## config.mk

```make
export PLATFORM = sky130hd
export DESIGN_NAME = upsample_channel_scheduler
export DESIGN_NICKNAME = d
export VERILOG_FILES = /design/src/rtl/upsample_pkg.sv /design/src/rtl/addr_translate.sv /design/src/rtl/upsample_channel_scheduler.sv
export SDC_FILE = /design/constraint.sdc
export NUM_CORES = 1
export LEC_CHECK = 0
export CAP_MARGIN = 20
export CELL_PAD_IN_SITES_DETAIL_PLACEMENT = 1
export CELL_PAD_IN_SITES_GLOBAL_PLACEMENT = 2
export CORE_AREA = 3 3 123 173
export CTS_CLUSTER_SIZE = 40
export DETAILED_ROUTE_END_ITERATION = 12
export DIE_AREA = 0 0 126 176
export PLACE_DENSITY_LB_ADDON = 0.1
export SKIP_LAST_GASP = 1
export SYNTH_ARGS = -nofsm -noshare
export SYNTH_HDL_FRONTEND = slang
export SYNTH_SLANG_ARGS = --single-unit
```

## constraint.sdc

```tcl
create_clock -name clk -period 5.16 [get_ports clk]
set_input_delay 1.29 -clock clk [delete_from_list [all_inputs] [get_ports clk]]
set_output_delay 1.29 -clock clk [all_outputs]
set_load 0.03 [all_outputs]
```

## src/rtl/upsample_pkg.sv

```systemverilog
// Shared types and helpers for the upsample channel scheduler.
package upsample_pkg;

  typedef enum logic [2:0] {
    S_IDLE,
    S_LOAD,
    S_LAUNCH,
    S_RUN,
    S_NEXT,
    S_FINISH
  } state_t;

  localparam logic [2:0] MAX_SIZE = 3'd4;

  // Words consumed per channel on the input side: (4<<size)^2.
  function automatic logic [31:0] in_stride(input logic [2:0] size);
    return 32'd1 << (32'(size) * 32'd2 + 32'd4);
  endfunction

endpackage

```

## src/rtl/addr_translate.sv

```systemverilog
// Translates a core-local word address into a global one by adding a base.
module addr_translate #(
  parameter int unsigned ADDR_W  = 14,
  parameter int unsigned GADDR_W = 20
) (
  input  logic [GADDR_W-1:0] base,
  input  logic [ADDR_W-1:0]  offset,
  output logic [GADDR_W-1:0] addr_c
);

  assign addr_c = base + GADDR_W'(offset);

endmodule

```

## src/rtl/upsample_channel_scheduler.sv

```systemverilog
// Sequences an upsample core over a run of channels, one launch per channel,
// and maps the core's local addresses onto per-channel global memory windows.
module upsample_channel_scheduler
  import upsample_pkg::*;
#(
  parameter int unsigned ADDR_W  = 14,
  parameter int unsigned GADDR_W = 20,
  parameter int unsigned CH_W    = 8
) (
  input  logic               clk,
  input  logic               rst,
  input  logic               cfg_start,
  input  logic [2:0]         cfg_size,
  input  logic [CH_W-1:0]    cfg_num_ch,
  input  logic [GADDR_W-1:0] cfg_in_base,
  input  logic [GADDR_W-1:0] cfg_out_base,
  output logic               busy,
  output logic               done,
  output logic               err,
  output logic [CH_W-1:0]    ch_idx,
  output logic               up_start,
  output logic [2:0]         up_size,
  input  logic               up_done,
  input  logic [ADDR_W-1:0]  up_addr_input,
  input  logic [ADDR_W-1:0]  up_addr_output,
  input  logic               up_en_write_out,
  output logic [GADDR_W-1:0] mem_rd_addr,
  output logic [GADDR_W-1:0] mem_wr_addr,
  output logic               mem_wr_en
);

  state_t             state;
  logic [CH_W-1:0]    num_ch_q;
  logic [GADDR_W-1:0] in_ptr;
  logic [GADDR_W-1:0] out_ptr;

  // Bases are captured straight into the channel pointers on accept.
  always_ff @(posedge clk or negedge rst) begin
    if (!rst) begin
      state    <= S_IDLE;
      num_ch_q <= '0;
      in_ptr   <= '0;
      out_ptr  <= '0;
      ch_idx   <= '0;
      up_size  <= '0;
      err      <= 1'b0;
      done     <= 1'b0;
      up_start <= 1'b0;
      busy     <= 1'b0;
    end else begin
      up_start <= 1'b0;
      done     <= 1'b0;
      case (state)
        S_IDLE: begin
          if (cfg_start) begin
            state    <= S_LOAD;
            busy     <= 1'b1;
            err      <= 1'b0;
            up_size  <= cfg_size;
            num_ch_q <= cfg_num_ch;
            in_ptr   <= cfg_in_base;
            out_ptr  <= cfg_out_base;
          end
        end
        S_LOAD: begin
          if (up_size > MAX_SIZE) begin
            err   <= 1'b1;
            state <= S_FINISH;
          end else if (num_ch_q == '0) begin
            state <= S_FINISH;
          end else begin
            ch_idx   <= '0;
            up_start <= 1'b1;
            state    <= S_LAUNCH;
          end
        end
        S_LAUNCH: state <= S_RUN;
        S_RUN: begin
          if (up_done) state <= S_NEXT;
        end
        S_NEXT: begin
          ch_idx  <= ch_idx + CH_W'(1);
          in_ptr  <= in_ptr + GADDR_W'(in_stride(up_size));
          out_ptr <= out_ptr + GADDR_W'({in_stride(up_size), 2'b00});
          if ((ch_idx + CH_W'(1)) == num_ch_q) begin
            state <= S_FINISH;
          end else begin
            up_start <= 1'b1;
            state    <= S_LAUNCH;
          end
        end
        S_FINISH: begin
          done  <= 1'b1;
          busy  <= 1'b0;
          state <= S_IDLE;
        end
        default: begin
          busy  <= 1'b0;
          state <= S_IDLE;
        end
      endcase
    end
  end

  addr_translate #(.ADDR_W(ADDR_W), .GADDR_W(GADDR_W)) u_rd_xlate (
    .base   (in_ptr),
    .offset (up_addr_input),
    .addr_c (mem_rd_addr)
  );

  addr_translate #(.ADDR_W(ADDR_W), .GADDR_W(GADDR_W)) u_wr_xlate (
    .base   (out_ptr),
    .offset (up_addr_output),
    .addr_c (mem_wr_addr)
  );

  assign mem_wr_en = up_en_write_out && (state == S_RUN);

endmodule

```

Word level (Yosys, flattened, before mapping)
Cells that the tools add are included.
{"block": "op_classes", "eq_ne": 11, "reduce_logical": 13, "n_addsub": 6, "magnitude_cmp": 1, "n_bitwise": 1, "n_shift": 1, "mux": 23}
{"op": "$pmux W20 S2", "n": 2}
{"op": "$add A20 B14 Y20", "n": 2}
{"op": "$add A20 B20 Y20", "n": 2}
{"op": "$mux W20", "n": 2}
{"op": "$shl A1 B5 Y20 const A", "n": 1}
{"op": "$mux W8", "n": 2}
{"op": "$pmux W8 S2", "n": 1}
{"op": "$mux W3", "n": 5}
{"op": "$pmux W3 S5", "n": 1}
{"op": "$ne A2 B2 Y1 const B", "n": 5}
{"op": "$add A8 B1 Y8 const B", "n": 1}
{"op": "$eq A8 B8 Y1", "n": 1}
{"op": "$logic_not A8 Y1", "n": 1}
{"op": "$reduce_and A2 Y1", "n": 4}
{"op": "$mux W1", "n": 7}
{"op": "$eq A3 B2 Y1 const B", "n": 2}
{"op": "$eq A3 B3 Y1 const B", "n": 2}
{"op": "$pmux W1 S2", "n": 3}
{"op": "$reduce_and A3 Y1", "n": 2}
{"op": "$reduce_bool A2 Y1", "n": 3}
{"op": "$add A4 B3 Y5 const B", "n": 1}
{"op": "$reduce_or A4 Y1", "n": 1}
{"op": "$eq A3 B1 Y1 const B", "n": 1}
{"op": "$gt A3 B3 Y1 const B", "n": 1}
{"op": "other kinds (3)", "n": 3}
{"block": "word_totals", "wordCells": 66, "regBits": 66, "inputBits": 84, "output_inout_bits": 56}

Depth between registers and ports, before layout
Gate-level depths: netlist of the first run.
{"block": "depth", "depth_word": 4, "depth_mapped": 11, "ltp_nobuf": 11}

Modules after synthesis
A second synthesis of the first run with hierarchy kept.
{"block": "unflattened", "hier_cells": 770, "hier_area_um2": 6185.9}
{"mod": "upsample_channel_scheduler", "area_each_um2": 4545.6, "seq_area_each_um2": 1651.6, "instances": 1, "cells_per_inst": 547}
{"mod": "addr_translate (u_rd_xlate)", "area_each_um2": 877.1, "seq_area_each_um2": 0.0, "instances": 1, "cells_per_inst": 120}
{"mod": "addr_translate (u_wr_xlate)", "area_each_um2": 763.2, "seq_area_each_um2": 0.0, "instances": 1, "cells_per_inst": 103}

Least setup slack after synthesis of the first run
Ideal clock, no wire load.
{"block": "synth_path", "path_type": "input to output", "startpoint": "in up_addr_input[0]", "endpoint": "out mem_rd_addr[14]", "required_ns": 3.870, "slack_ns": 0.313, "cell_stages": 9, "arrival_time_ns": 3.557, "n_path_buf": 0, "path_cell_list": "ha_1 -> fa_1 -> a211oi_1 -> o21bai_1 -> a211o_1 -> a31o_2 -> a21oi_1 -> o21ai_0 -> xor2_1"}
{"block": "synth_between", "elab_chain_len": 1}
{"item": "from (decl)", "line_no": "upsample_channel_scheduler.sv:24", "rtl": "input logic [ADDR_W-1:0] up_addr_input,"}
{"item": "$add A20 B14 Y20", "line_no": "addr_translate.sv:11", "rtl": "assign addr_c = base + GADDR_W'(offset);"}
{"item": "to (decl)", "line_no": "upsample_channel_scheduler.sv:27", "rtl": "output logic [GADDR_W-1:0] mem_rd_addr,"}
No other way between the ends.

Worst setup path after layout of the first run
{"block": "layout_path", "startpoint": "in up_addr_output[6]", "endpoint": "out mem_wr_addr[19]"}
{"block": "layout_between", "elab_chain_len": 1}
{"item": "from (decl)", "line_no": "upsample_channel_scheduler.sv:25", "rtl": "input logic [ADDR_W-1:0] up_addr_output,"}
{"item": "$add A20 B14 Y20", "line_no": "addr_translate.sv:11"}
{"item": "to (decl)", "line_no": "upsample_channel_scheduler.sv:28", "rtl": "output logic [GADDR_W-1:0] mem_wr_addr,"}
No other way between the ends.

==> metrics.md, run 1 <==
| Metric | Value |
|---|---|
| Status | finished clean |
| Met1 Use GR | between 10% and 20% |
| Setup CP Type | input port to output port |
| Max-cap viol count | 0 |
| Syn avg cell area | just over 8 sq um |
| WP data required | slightly below 4 ns |
| Primary FF master, synth | dfrtp_1 |
| Tcrit/Tclk final | between 90% and 100% |
| Final ANT Viol Nets | 0 |
| Share of the synthesized area in the top cell type | between 20% and 30% |
| Share of cells above drive strength 1 | about an eighth |
| EDFF count, synth | 0 |
| Busiest grt layer | met2 |
| Cells after Synth | around 710 |
| Cell variety after synth | 70 |
| Die X | between 100 and 150 microns |
| Setup TNS | 0 ns |
| Fin nets | slightly below 1000 |
| Async S/R FF share, synth | 100% |
| Comb power frac | 70.8% |
| Vias per std cell | about 5.2 |
| Synth top area cells | dfrtp_1 29%, ha_1 11%, nand2_1 8.0% |
| # port buffers | roughly 140 |
| CTS Hold Buffers Added | 0 |
| # diodes | 0 |
| Type of the most critical hold path | flop to flop |
| Wire length per cell | between 15 and 20 microns |
| Data arrival, critical path | 3.71 ns |
| Vias in the first global route | approximately 6400 |
| Fmax | 0.200 GHz |
| Post-synth top cells | 122 x nand2_1, 66 x dfrtp_1, 60 x nor2_1 |
| Clk root buf | clkbuf_16 |
| Worst-path clk slew | 0.05 ns |
| Worst slew margin | between 60% and 70% |
| Critical Path End Type | output port |
| Final Setup Violations | 0 |
| Int Power | 3.04 mW |
| Final Hold Fails | 0 |
| TritonRoute pass-1 iters | 4 |
| Max clock buf depth | 2 |
| Initial antenna violation count | 0 |
| RePlAce Congestion | ~0.85 |
| Placed standard-cell area | 0.00760 sq mm |
| Clock sink count | 66 |
| Standard-cell rows | 61 |
| Seq/Total Area, Yosys | roughly 29% |
| Final Skew | 0.0128 ns |
| H-tree Lvls | 3 |
| All-Layer GR Usage | roughly 18% |
| Crit-path max FO | 3 |
| Met2 Usage GRT | around 36% |
| Die height | about 180 microns |
| # DRC | 0 |
| Seq pwr share | a little under a fifth |
| Die Area | 0.0222 sq mm |
| Top-Level Pins | 140 |
| Core box area | just under 0.02 sq mm |
| CP Launch Type | input port |
| Pin count of the biggest net entering global routing | 43 |
| Synth warn | 0 |
| Final slew viol count | 0 |
| Mapped cell area | about 0.0057 sq mm |
| Layout filler cell count | 2354 |
| Vias | 5825 |
| DP Wirelength | 15600 microns |
| P_leak | 3.43 nW |
| Util after Layout | about two fifths |
| Min cycle time layout | 5.00 ns |
| CTS tree | done |
| Post-Route WL | just over 20000 microns |
| Layout area overhead | 41.4% |
| Post-route total power | about 6.1 mW |
| Design area | ~0.0081 sq mm |
| Synth Register Bits | 66 |
| Sw frac | approximately 50% |
| CTS Buf Count | 9 |
| Total grt overflow | 0 |
| Sw Pwr | approximately 3.0 mW |
| Starting Density | between 20% and 30% |
| Iter 0 DRT Violations | approximately 150 |
| Yosys top cell by area | dfrtp_1 |
| RSZ-0062 raised after global routing | false |
| Pre-CTS WS | -0.186 ns |
| Pwr Density | between 700 and 800 mW/mm^2 |
| Net Count, Synth | ~840 |
| Worst skew pair latency | around 0.34 ns |
| Grt met3 use | 3.45% |
| Peak VDD IR | 316 uV |
| Worst slew pin tran | slightly below 0.6 ns |
| Clock Power Share | a little over a tenth |
| Most common cell in the netlist | nand2_1 |
| Final WS setup | ~0.16 ns |
| First-pass GRT wire length | ~33000 microns |
## repair_timing
item                       CTS  global route
setup endpoints to repair   12            11
resized for setup           19            10
pin swaps                    9            13
setup buffers                2             3
## power by group through the flow
stage	sequential (mW)	clock, mW	combinational (mW)
3_5_place_dp	1.14	0	4.20
6_report	1.13	0.641	4.30
3_3_place_gp	1.13	0	4.12
2_1_floorplan	1.02	0	2.65
4_1_cts	1.14	0.657	4.30
5_1_grt	1.19	0.679	4.67
## per-stage QoR
stage | hold WS, ns | std cells
after detailed placement | 0.477 | 1091
after global routing | 0.520 | 1114
after floorplan | 0.450 | 706
final | 0.485 | 1114
after global placement | 0.476 | 1091
after CTS | 0.491 | 1109
## area by class of cell
cell class	instances	area, sq um	share of cell area (%)
repair buffers	170	1740	21.5
flip-flops and latches	66	1650	20.4
well taps	252	315	3.89
clock inverters	6	66.3	0.818
inverters	11	41.3	0.509
multi-input cells	599	4060	50.0
clock buffers	10	239	2.95
## logic make-up (layout without fill, tap and decap cells)
kind of cell,count (synthesis),in the layout,synth area share [%]
xor gates and xnor gates,63,63,9.62
and+or+nand+nor,283,283,22.7
DFF,66,66,28.8
AOI/OAI and AO/OA,195,195,23.4
adders and majority gates,54,54,12.0
muxes,4,4,0.698
buffers and inverters,41,197,2.88
## flip-flops by register name (all words and copies together) (netlist names)
register  cells
in_ptr       20
up_size       3
done          1
up_start      1
state         3
num_ch_q      8
ch_idx        8
busy          1
out_ptr      20
err           1
## worst max-delay path, stage by stage
cell	delay (ns)
clkdlybuf4s50_1	0.41
ha_1	0.32
buf_4	0.13
nor2_1	0.04
a21oi_1	0.19
a41oi_2	0.18
nor2b_2	0.18
nor3_2	0.06
buf_4	0.16
nor4bb_4	0.35
xor2_2	0.22
buf_12	0.14
## worst paths after layout
| kind | start | end | slack (ns) | depth (start not counted) |
|---|---|---|---|---|
| min in group asynchronous | rst | up_start | 0.78 | 1 |
| hold reg to reg | out_ptr[0] | out_ptr[0] | 0.49 | 2 |
| max in group asynchronous | rst | in_ptr[14] | 3.47 | 3 |
| setup reg to reg | up_size[1] | out_ptr[18] | 1.57 | 10 |
| setup / recovery | up_addr_output[6] | mem_wr_addr[19] | 0.16 | 12 |
| hold / removal | out_ptr[0] | out_ptr[0] | 0.49 | 2 |
## placed cells by master (no fill, tap or decap), types with 9 or more instances in the layout
cell	instances
a21o_1	9
a21oi_1	30
a31oi_1	20
buf_12	14
buf_4	42
clkbuf_16	9
clkdlybuf4s50_1	109
dfrtp_1	66
ha_1	47
inv_1	11
nand2_1	122
nand2b_1	9
nand3_1	16
nand4_1	9
nor2_1	60
nor3_1	17
o21a_1	9
o21ai_0	45
xnor2_1	38
xor2_1	22
## per-layer routing
layer / vias up / part of all wire (%)
li1: 2882 / -
met1: 2813 / 39
met4: 0 / 1.6
met2: 110 / 55
met5: - / 0
met3: 20 / 4.4
Power figures use the tool's default switching activity.
==> inputs of run 2 (changes only) <==
--- a/config.mk
+++ b/config.mk
@@ -5,13 +5,14 @@
 export SDC_FILE = /design/constraint.sdc
 export NUM_CORES = 1
 export LEC_CHECK = 0
+export ABC_AREA = 1
 export CAP_MARGIN = 20
 export CELL_PAD_IN_SITES_DETAIL_PLACEMENT = 1
 export CELL_PAD_IN_SITES_GLOBAL_PLACEMENT = 2
-export CORE_AREA = 3 3 123 173
+export CORE_AREA = 3 3 131 184
 export CTS_CLUSTER_SIZE = 40
 export DETAILED_ROUTE_END_ITERATION = 12
-export DIE_AREA = 0 0 126 176
+export DIE_AREA = 0 0 134 187
 export PLACE_DENSITY_LB_ADDON = 0.1
 export SKIP_LAST_GASP = 1
 export SYNTH_ARGS = -nofsm -noshare
==> metrics.md, run 2 <==
| Metric | Value |
|---|---|
| Status | finished clean (unchanged) |
| WL met3 | 760 microns (was 888 microns) |
| Syn avg cell area | 6.75 sq um (was 8.12 sq um) |
| Type of the most critical hold path | flop to flop (unchanged) |
| Share of cells above drive strength 1 | 8.96% (was 13.2%) |
| Critical Path End Type | output port (unchanged) |
| Setup CP Type | input port to output port (unchanged) |
| Starting Density | 27.9% (was 28.9%) |
| Worst skew pair latency | 0.35 ns (was 0.34 ns) |
| Final Skew | 0.00983 ns (was 0.0128 ns) |
| Standard-cell rows | 65 (was 61) |
| CP Launch Type | input port (unchanged) |
| Wire length per cell | 16.2 microns (was 18.3 microns) |
| Post-route total power | 5.77 mW (was 6.07 mW) |
| Die height | 187 microns (was 176 microns) |
| Net Count, Synth | 1066 (was 841) |
| Commonest non-fill, non-tap cell in the layout | nand2_1 (unchanged) |
| Die X | 134 microns (was 126 microns) |
| Routed length on met1 | 9240 microns (was 7880 microns) |
| Primary FF master, synth | dfrtp_1 (unchanged) |
| Worst slew margin | 54.6% (was 60.5%) |
| Tcrit/Tclk final | 96.8% (was 96.9%) |
| Mapped cell area | 0.00629 sq mm (was 0.00574 sq mm) |
| Util after Layout | 37.3% (was 40.9%) |
| # diodes | 0 (unchanged) |
| Pwr Density | 688 mW/mm^2 (was 748 mW/mm^2) |
| Final ANT Viol Nets | 0 (unchanged) |
| Max clock buf depth | 2 (unchanged) |
| Fmax | 0.200 GHz (about the same) |
| Most frequent cells in the layout | 280 x nand2_1, 120 x clkdlybuf4s50_1, 92 x inv_1 (was 122 x nand2_1, 109 x clkdlybuf4s50_1, 66 x dfrtp_1) |
| Placed standard-cell area | 0.00806 sq mm (was 0.00760 sq mm) |
| Clk root buf | clkbuf_16 (unchanged) |
| Layout area overhead | 33.4% (was 41.4%) |
| Data arrival, critical path | 3.70 ns (was 3.71 ns) |
| RePlAce Congestion | 0.773 (was 0.848) |
| Most common cell in the netlist | nand2_1 (unchanged) |
| WP data required | 3.87 ns (about the same) |
| Vias in the first global route | 7004 (was 6410) |
| Final Setup Violations | 0 (unchanged) |
| Synth top area cells | dfrtp_1 26%, nand2_1 17%, ha_1 9.7% (was dfrtp_1 29%, ha_1 11%, nand2_1 8.0%) |
| # DRC | 0 (unchanged) |
| Pin count of the biggest net entering global routing | 44 (was 43) |
| Worst slew pin tran | 0.681 ns (was 0.588 ns) |
| DP Wirelength | 17700 microns (was 15600 microns) |
| Post-synth top cells | 280 x nand2_1, 92 x inv_1, 81 x nor2_1 (was 122 x nand2_1, 66 x dfrtp_1, 60 x nor2_1) |
| Iter 0 DRT Violations | 223 (was 145) |
| Final slew viol count | 0 (unchanged) |
| H-tree Lvls | 3 (unchanged) |
| P_leak | 3.98 nW (was 3.43 nW) |
| CTS Hold Buffers Added | 0 (unchanged) |
| Cells after Synth | 931 (was 706) |
| Largest regs | in_ptr x20, out_ptr x20 (unchanged) |
| Synth Register Bits | 66 (unchanged) |
| Yosys top cell by area | dfrtp_1 (unchanged) |
| Seq/Total Area, Yosys | 26.3% (was 28.8%) |
| Worst-path clk slew | 0.06 ns (was 0.05 ns) |
| R2R Setup Slk | 2.08 ns (was 1.57 ns) |
| First-pass GRT wire length | 36400 microns (was 32900 microns) |
| Peak VDD IR | 401 uV (was 316 uV) |
| Max-cap viol count | 0 (unchanged) |
| Core box area | 0.0225 sq mm (was 0.0198 sq mm) |
| EDFF count, synth | 0 (unchanged) |
| DR top layer | met4 (unchanged) |
| Post-Route WL | 22200 microns (was 20400 microns) |
| Design area | 0.00839 sq mm (was 0.00811 sq mm) |
| Clock sink count | 66 (unchanged) |
| Die Area | 0.0251 sq mm (was 0.0222 sq mm) |
| Synth warn | 0 (unchanged) |
| CTS Buf Count | 9 (unchanged) |
| Vias | 6484 (was 5825) |
| Total grt overflow | 0 (unchanged) |
| Slowest cell on the critical path | clkdlybuf4s50_1 (unchanged) |
| RSZ-0062 raised after global routing | false (unchanged) |
| Async S/R FF share, synth | 100% (unchanged) |
| Fin nets | 1202 (was 992) |
| Vias per std cell | 4.72 (was 5.23) |
| Largest stage delay, worst path | 0.70 ns (was 0.41 ns) |
| Cells along the critical path | clkdlybuf4s50_1 > ha_1 > nand2_1 > nand3_1 > nand4_1 > nand2_1 > a21boi_0 > xnor2_1 > clkdlybuf4s50_1 (was clkdlybuf4s50_1 > ha_1 > buf_4 > nor2_1 > a21oi_1 > a41oi_2 > nor2b_2 > nor3_2 > buf_4 > nor4bb_4 > xor2_2 > buf_12) |
| CTS tree | done (unchanged) |
| TritonRoute pass-1 iters | 4 (unchanged) |
| Crit-path max FO | 4 (was 3) |
| Setup TNS | 0 ns (unchanged) |
| Share of the synthesized area in the top cell type | 26.3% (was 28.8%) |
| Layout filler cell count | 2882 (was 2354) |
| Top-Level Pins | 140 (unchanged) |
| Initial antenna violation count | 0 (unchanged) |
| # port buffers | 139 (unchanged) |
| Final Hold Fails | 0 (unchanged) |
| Cell variety after synth | 46 (was 70) |
| Met2 WL | 11900 microns (was 11300 microns) |
| Min cycle time layout | 4.99 ns (was 5.00 ns) |
| All-Layer GR Usage | 18.2% (was 18.3%) |
| Post-CTS Setup Inserts | 0 (was 2) |
-- run 2: cell types whose count changed in the layout (fill, tap and decap cells not counted), sizes merged, moves of 8 or more --
cell,delta
buf,-35
nand2,+181
nor2,+27
a21oi,+17
xor2,+11
or3,-8
nand2b,-9
inv,+87
nand3,+70
a31oi,-21
o21a,-9
o21bai,-8
clkdlybuf4s50,+11
xnor2,-25
-- run 2: critical path, delay by kind of cell --
family	cells	cell delay, ns
AO/OA/AOI/OAI	1	0.32
adder cells (fa/ha/maj)	1	0.35
buffers and inverters	2	1.11
XOR/XNOR	1	0.17
AND/OR/NAND/NOR	4	0.47
-- run 2: final cells by class --
cell class,instances,area [sq um],area share (%)
multi-input cells,748,4180,49.8
flip-flops and latches,66,1650,19.7
repair buffers,145,1500,17.8
well taps,301,377,4.49
inverters,97,365,4.35
clock buffers,9,225,2.68
clock inverters,7,100,1.19
-- run 2: metrics by stage --
stage               worst slack, ns  std cells  hold WS, ns
floorplan                     0.923        931        0.446
global placement              0.152       1357        0.486
detailed placement            0.133       1357        0.490
CTS                           0.112       1373        0.505
global route                 0.0167       1373        0.555
finish                        0.166       1373        0.497
-- run 2: what timing repair did --
action / in CTS / in global routing
endpoints found under the setup margin: 0 / 2
hold endpoints to repair: 0 / 0
gates resized for setup: 0 / 2
-- run 2: report_power, final --
group,internal [mW],total [mW],switching [mW]
clock network,0.428,0.700,0.273
registers,0.742,1.09,0.352
logic,1.57,3.98,2.40
-- run 2: layer usage --
metal  track usage (%)  vias up
met5                 0        -
met4              4.59        0
met3              3.04       19
met2              34.7      104
met1              20.6     3014
li1                  -     3347
-- run 2: final timing paths --
path	cells after the start	endpoint	startpoint
max	9	mem_wr_addr[9]	up_addr_output[2]
min	2	out_ptr[0]	out_ptr[0]
max reg2reg	15	in_ptr[16]	up_size[2]
min reg2reg	2	out_ptr[0]	out_ptr[0]
max in group asynchronous	2	in_ptr[4]	rst
min in group asynchronous	1	out_ptr[15]	rst
-- run 2: cells by family after synthesis --
logic type,synth area share (%)
AND/OR/NAND/NOR,36.5
flip-flops,26.3
XOR/XNOR,6.82
adder cells (fa/ha/maj),10.4
AO/OA/AOI/OAI,12.8
buffers and inverters,7.32
